### src/rtl/osc_frame_scheduler.sv
// Oscilloscope capture scheduler: arms on run/single, captures one frame of samples
// on a rising-edge trigger or auto-timeout, and swaps RAM banks at the next vblank.
module osc_frame_scheduler #(
    parameter int N_SAMPLES    = 640,
    parameter int ADDR_WIDTH   = 10,
    parameter int SAMPLE_WIDTH = 8,
    parameter int AUTO_FRAMES  = 4
) (
    input  logic                    clk,
    input  logic                    rst,
    input  logic                    run,
    input  logic                    single,
    input  logic [SAMPLE_WIDTH-1:0] trig_level,
    input  logic                    sample_valid,
    input  logic [SAMPLE_WIDTH-1:0] sample,
    input  logic                    vsync,
    output logic                    wr_en,
    output logic [ADDR_WIDTH-1:0]   wr_addr,
    output logic [SAMPLE_WIDTH-1:0] wr_data,
    output logic                    wr_bank,
    output logic                    rd_bank,
    output logic                    frame_ready,
    output logic                    armed,
    output logic                    auto_trig
);

    localparam logic [1:0] S_IDLE    = 2'd0;
    localparam logic [1:0] S_ARMED   = 2'd1;
    localparam logic [1:0] S_CAPTURE = 2'd2;
    localparam logic [1:0] S_DONE    = 2'd3;

    localparam int                    FCW       = $clog2(AUTO_FRAMES + 2);
    localparam logic [ADDR_WIDTH-1:0] LAST_ADDR = ADDR_WIDTH'(N_SAMPLES - 1);
    localparam logic [FCW-1:0]        AUTO_LAST = FCW'((AUTO_FRAMES == 0) ? 0 : AUTO_FRAMES - 1);

    logic [1:0]              state;
    logic                    vsync_d;
    logic [SAMPLE_WIDTH-1:0] prev;
    logic                    prev_valid;
    logic [FCW-1:0]          frame_cnt;
    logic [ADDR_WIDTH-1:0]   cap_addr;
    logic                    auto_flag;
    logic                    single_pend;

    logic vblank;
    logic trig_hit;
    logic auto_hit;

    assign vblank   = vsync_d & ~vsync;
    assign trig_hit = sample_valid & prev_valid & (prev < trig_level) & (sample >= trig_level);
    assign auto_hit = (AUTO_FRAMES != 0) & vblank & (frame_cnt == AUTO_LAST);
    assign armed    = (state == S_ARMED);

    // NOTE: all state below uses non-blocking assignments so every register samples
    // the same pre-edge values regardless of statement order.
    always_ff @(posedge clk or posedge rst) begin
        if (rst) begin
            state       <= S_IDLE;
            vsync_d     <= 1'b1;
            prev        <= '0;
            prev_valid  <= 1'b0;
            frame_cnt   <= '0;
            cap_addr    <= '0;
            auto_flag   <= 1'b0;
            single_pend <= 1'b0;
            wr_en       <= 1'b0;
            wr_addr     <= '0;
            wr_data     <= '0;
            wr_bank     <= 1'b1;
            rd_bank     <= 1'b0;
            frame_ready <= 1'b0;
            auto_trig   <= 1'b0;
        end else begin
            vsync_d     <= vsync;
            wr_en       <= 1'b0;
            frame_ready <= 1'b0;
            if (single) single_pend <= 1'b1;

            case (state)
                S_IDLE: begin
                    prev_valid <= 1'b0;
                    frame_cnt  <= '0;
                    if (run || single || single_pend) state <= S_ARMED;
                end

                S_ARMED: begin
                    if (!run && !single && !single_pend) begin
                        state <= S_IDLE;
                    end else if (trig_hit) begin
                        // Trigger wins over a coincident auto-timeout.
                        wr_en       <= 1'b1;
                        wr_addr     <= '0;
                        wr_data     <= sample;
                        cap_addr    <= ADDR_WIDTH'(1);
                        auto_flag   <= 1'b0;
                        single_pend <= 1'b0;
                        state       <= (N_SAMPLES == 1) ? S_DONE : S_CAPTURE;
                    end else if (auto_hit) begin
                        cap_addr    <= '0;
                        auto_flag   <= 1'b1;
                        single_pend <= 1'b0;
                        state       <= S_CAPTURE;
                    end else begin
                        if (sample_valid) begin
                            prev       <= sample;
                            prev_valid <= 1'b1;
                        end
                        if (vblank) frame_cnt <= frame_cnt + 1'b1;
                    end
                end

                S_CAPTURE: begin
                    if (sample_valid) begin
                        wr_en   <= 1'b1;
                        wr_addr <= cap_addr;
                        wr_data <= sample;
                        if (cap_addr == LAST_ADDR) state <= S_DONE;
                        else cap_addr <= cap_addr + 1'b1;
                    end
                end

                default: begin
                    // Only a vblank seen while already in DONE swaps banks.
                    if (vblank) begin
                        rd_bank     <= ~rd_bank;
                        wr_bank     <= rd_bank;
                        frame_ready <= 1'b1;
                        auto_trig   <= auto_flag;
                        prev_valid  <= 1'b0;
                        frame_cnt   <= '0;
                        state       <= run ? S_ARMED : S_IDLE;
                    end
                end
            endcase
        end
    end

endmodule

### config.mk
export PLATFORM = sky130hd
export DESIGN_NAME = osc_frame_scheduler
export DESIGN_NICKNAME = d
export VERILOG_FILES = /design/src/rtl/osc_frame_scheduler.sv
export SDC_FILE = /design/constraint.sdc
export NUM_CORES = 1
export LEC_CHECK = 0
export CAP_MARGIN = 20
export CORE_UTILIZATION = 48
export DETAILED_ROUTE_END_ITERATION = 10
export PLACE_DENSITY = 0.76
export SETUP_SLACK_MARGIN = 0.4
export SYNTH_ARGS = -nofsm -noshare
export SYNTH_HDL_FRONTEND = slang
export SYNTH_SLANG_ARGS = --single-unit
### constraint.sdc
create_clock -name clk -period 2.05 [get_ports clk]
set_input_delay 0.615 -clock clk [delete_from_list [all_inputs] [get_ports clk]]
set_output_delay 0.615 -clock clk [all_outputs]
set_load 0.005 [all_outputs]
==> results of run 1 <==
[layout by cell type (no fill, tap or decap), types with 5 or more instances in the layout]
cell type / synthesis / final
buf_2: 0 / 8
buf_4: 0 / 56
buf_6: 2 / 22
clkbuf_8: 0 / 6
dfrtp_1: 48 / 48
dlygate4sd2_1: 0 / 23
ha_1: 22 / 6
ha_4: 0 / 14
inv_1: 20 / 10
mux2_4: 7 / 15
nand2_1: 39 / 25
nand2_2: 0 / 10
o21ai_0: 20 / 11
o21ai_1: 7 / 9
o21ai_2: 0 / 7
o31ai_4: 0 / 5
[sequential cells by signal, indices dropped and copies added, names as in the netlist]
| signal | flops |
|---|---|
| cap_addr | 10 |
| wr_addr | 10 |
| prev | 8 |
| wr_data | 8 |
| frame_cnt | 3 |
| state | 2 |
| auto_flag | 1 |
| auto_trig | 1 |
| frame_ready | 1 |
| prev_valid | 1 |
| rd_bank | 1 |
| single_pend | 1 |
| vsync_d | 1 |
| wr_bank | 1 |
| wr_en | 1 |
[per-stage QoR]
| step | util [%] | TNS [ns] | setup WS (ns) | hold WS, ns | std cells |
|---|---|---|---|---|---|
| global placement | 71.3 | -43.39 | -1.07 | 0.467 | 420 |
| global route | 82.9 | -11.61 | -0.352 | 0.513 | 456 |
| detailed placement | 71.3 | -45.98 | -1.17 | 0.479 | 420 |
| floorplan | - | -8.51 | -0.281 | 0.457 | 261 |
| CTS | 78.1 | -9.41 | -0.314 | 0.501 | 450 |
| finish | 82.9 | -9.22 | -0.299 | 0.501 | 456 |
[repair_timing]
item,CTS,global route
endpoints found under the hold margin,0,0
hold buffers,0,0
gates cloned,1,1
pin swaps,26,29
gates resized for setup,140,64
setup endpoints to repair,69,47
buffers inserted,21,5
[power by group through the flow]
| stage | Combinational [W] | Clock (W) | Sequential (W) |
|---|---|---|---|
| final | 0.00343 | 0.000641 | 0.00144 |
| after global placement | 0.00243 | 0 | 0.00142 |
| after detailed placement | 0.00252 | 0 | 0.00144 |
| after CTS | 0.00291 | 0.000640 | 0.00141 |
| after global routing | 0.00362 | 0.000683 | 0.00146 |
| after floorplan | 0.00151 | 0 | 0.00142 |
[final cells by class]
| cell class | count | area (um^2) |
|---|---|---|
| clock inverter | 2 | 16.3 |
| timing repair buffer | 121 | 1080 |
| inverter | 20 | 131 |
| sequential | 50 | 1250 |
| multi-input combinational | 185 | 1900 |
| fill | 272 | 943 |
| clock buffer | 6 | 82.6 |
| tap | 72 | 90.1 |
[worst max-delay path, cell delays in order, from the launching register on]
cell and delay, ns:
dfrtp_1 0.39, buf_4 0.14, ha_2 0.20, buf_4 0.14
buf_4 0.13, mux2i_1 0.15, a211oi_4 0.31, buf_6 0.18
o21ai_0 0.16, o21ai_1 0.31, o31ai_4 0.12
[worst paths after layout]
kind | startpoint | to | slack (ns) | depth (start not counted)
min in group asynchronous | rst | prev[4] | 0.61 | 2
worst max register to register | state[1] | cap_addr[4] | -0.30 | 10
worst min-delay path | frame_cnt[0] | frame_cnt[0] | 0.50 | 1
worst max-delay path | state[1] | cap_addr[4] | -0.30 | 10
max in group asynchronous | rst | vsync_d | 0.93 | 3
worst min register to register | frame_cnt[0] | frame_cnt[0] | 0.50 | 1
[cells by family (layout without fill, tap and decap cells)]
group | after synthesis | in the layout | synth area share, %
flops | 50 | 50 | 45.6
simple gates | 76 | 76 | 13.6
buf+inv | 26 | 149 | 4.10
fa+ha+maj | 22 | 22 | 10.0
mux | 21 | 21 | 9.38
compound gates | 65 | 65 | 17.0
xor+xnor | 1 | 1 | 0.319
[routing by layer]
| metal | wire (um) | share of wire, % |
|---|---|---|
| met1 | 3610 | 39 |
| met2 | 4780 | 51 |
| met3 | 514 | 5.5 |
| met4 | 423 | 4.5 |
| met5 | 0 | 0 |
==> impl_results.md, run 1 <==
- Final period utilization: 115%
- Met1 Usage GRT: between 30% and 40%
- Synth top cells by count: 48 x dfrtp_1, 39 x nand2_1, 22 x ha_1
- I/O Pins: 46
- Ant diodes: 0
- Cell count after synthesis: 261
- Die W: 77.7 um
- Worst min path class: reg -> reg
- Final Skew: around 0.0062 ns
- Crit end category: flop
- DRT antenna net count: 0
- Status: complete, but fails checks
- Setup ws final: -0.299 ns
- Post-layout nets: about 430
- Syn. warnings: 0
- Pwr dens: approximately 1200 mW/mm^2
- Worst-case clock buffer depth: 2
- Ranking of synthesized cells by area: dfrtp_1 44%, ha_1 10%, nand2_1 5.3%
- DRC Markers: 0
- Data required, critical path: roughly 2.3 ns
- Sequential fraction of the synthesis area: between 40 and 50%
- RSZ-0062 raised after global routing: true
- Synth Flop Type: dfrtp_1
- CTS root buf: clkbuf_8
- CP max FO: 8
- Final-report setup violation count: between 40 and 50
- Crit Path Class: reg -> reg
- Share of cells above drive strength 1: a little over half
- Crit path time final: roughly 2.3 ns
- Synth area leader: dfrtp_1
- Post-synth ARST share: 100%
- CTS tree: built
- Net switching power: between 0.002 and 0.0025 W
- Sw Ratio: about 38%
- Slew Viols, Final: 0
- Violated checks: setup timing
- Leakage: about 2.1 nW
- Clock transition at path regs: 0.10 ns
- Pre-antenna DRT Iters: 5
- Routed WL: 9330 um
- Global route total overflow: 0
- CTS Buf Count: 5
- Max IR drop VDD: slightly below 0.9 mV
- Comb pwr share: between 60% and 70%
- Number of max-cap violations: 0
- Most frequent cell after synthesis: dfrtp_1
- Sink Count: 50
- Core area: roughly 0.0055 mm^2
- Total power: roughly 0.0055 W
- Placed inst area: ~0.004 mm^2
- Die height: slightly below 80 um
- Post-Syn Area per Cell: about 11 um^2
- Met3 Track Usage GR: roughly 3.9%
- Fin area: about 0.0046 mm^2
- Total track usage: about 28%
- EDFF count, synth: 0
- Routed WL per cell: 20.5 um
- Synth unique cells: between 50 and 60
- Initial core utilization: 49.9%
- Site Rows: 27
- Post-DP HPWL: ~5300 um
- Yosys reg bits: 50
- Clock share of power: 11.6%
- Vias in the first global route: approximately 2700
- Largest net degree at the start of global routing: 26
- H-tree levels: 2
- Port bufs: 45
- Global placement routability congestion: between 0.8 and 0.9
- Vias per inst: 5.79
- Internal cell power: approximately 0.0034 W
- Initial antenna violation count: 0
- CP arrival: between 2 and 3 ns
- Area grow syn2layout: 66.0%
- Via Count: ~2600
- DRT iter0 DRCs: roughly 150
- Die area: between 0.006 and 0.007 mm^2
- Slew margin rel.: between 70% and 80%
- Synth top area share: a little over two fifths
- Setup crit start kind: flop
- Worst-margin pin slew: a little over 0.4 ns
- GR Util met2: approximately half
- Final hold viol count: 0
- Seq pwr share: between 20% and 30%
- Syn_nets: 305
- Most Used Layer, Global Route: met2
- Synth Cell Area: 0.00275 mm^2
- First-pass GRT wire length: 13000 um
- Fmax achieved: 426 MHz
- Clock latency on the worst-skew pair: ~0.32 ns
(Power assumes the default switching activity.)
==> run 2, diff against run 1 <==
--- a/config.mk
+++ b/config.mk
@@ -7,6 +7,7 @@
 export LEC_CHECK = 0
 export CAP_MARGIN = 20
 export CORE_UTILIZATION = 48
+export CTS_CLUSTER_SIZE = 20
 export DETAILED_ROUTE_END_ITERATION = 10
 export PLACE_DENSITY = 0.76
 export SETUP_SLACK_MARGIN = 0.4
==> results of run 2 <==
Final layout, timing and power as in run 1 (identical DEF).
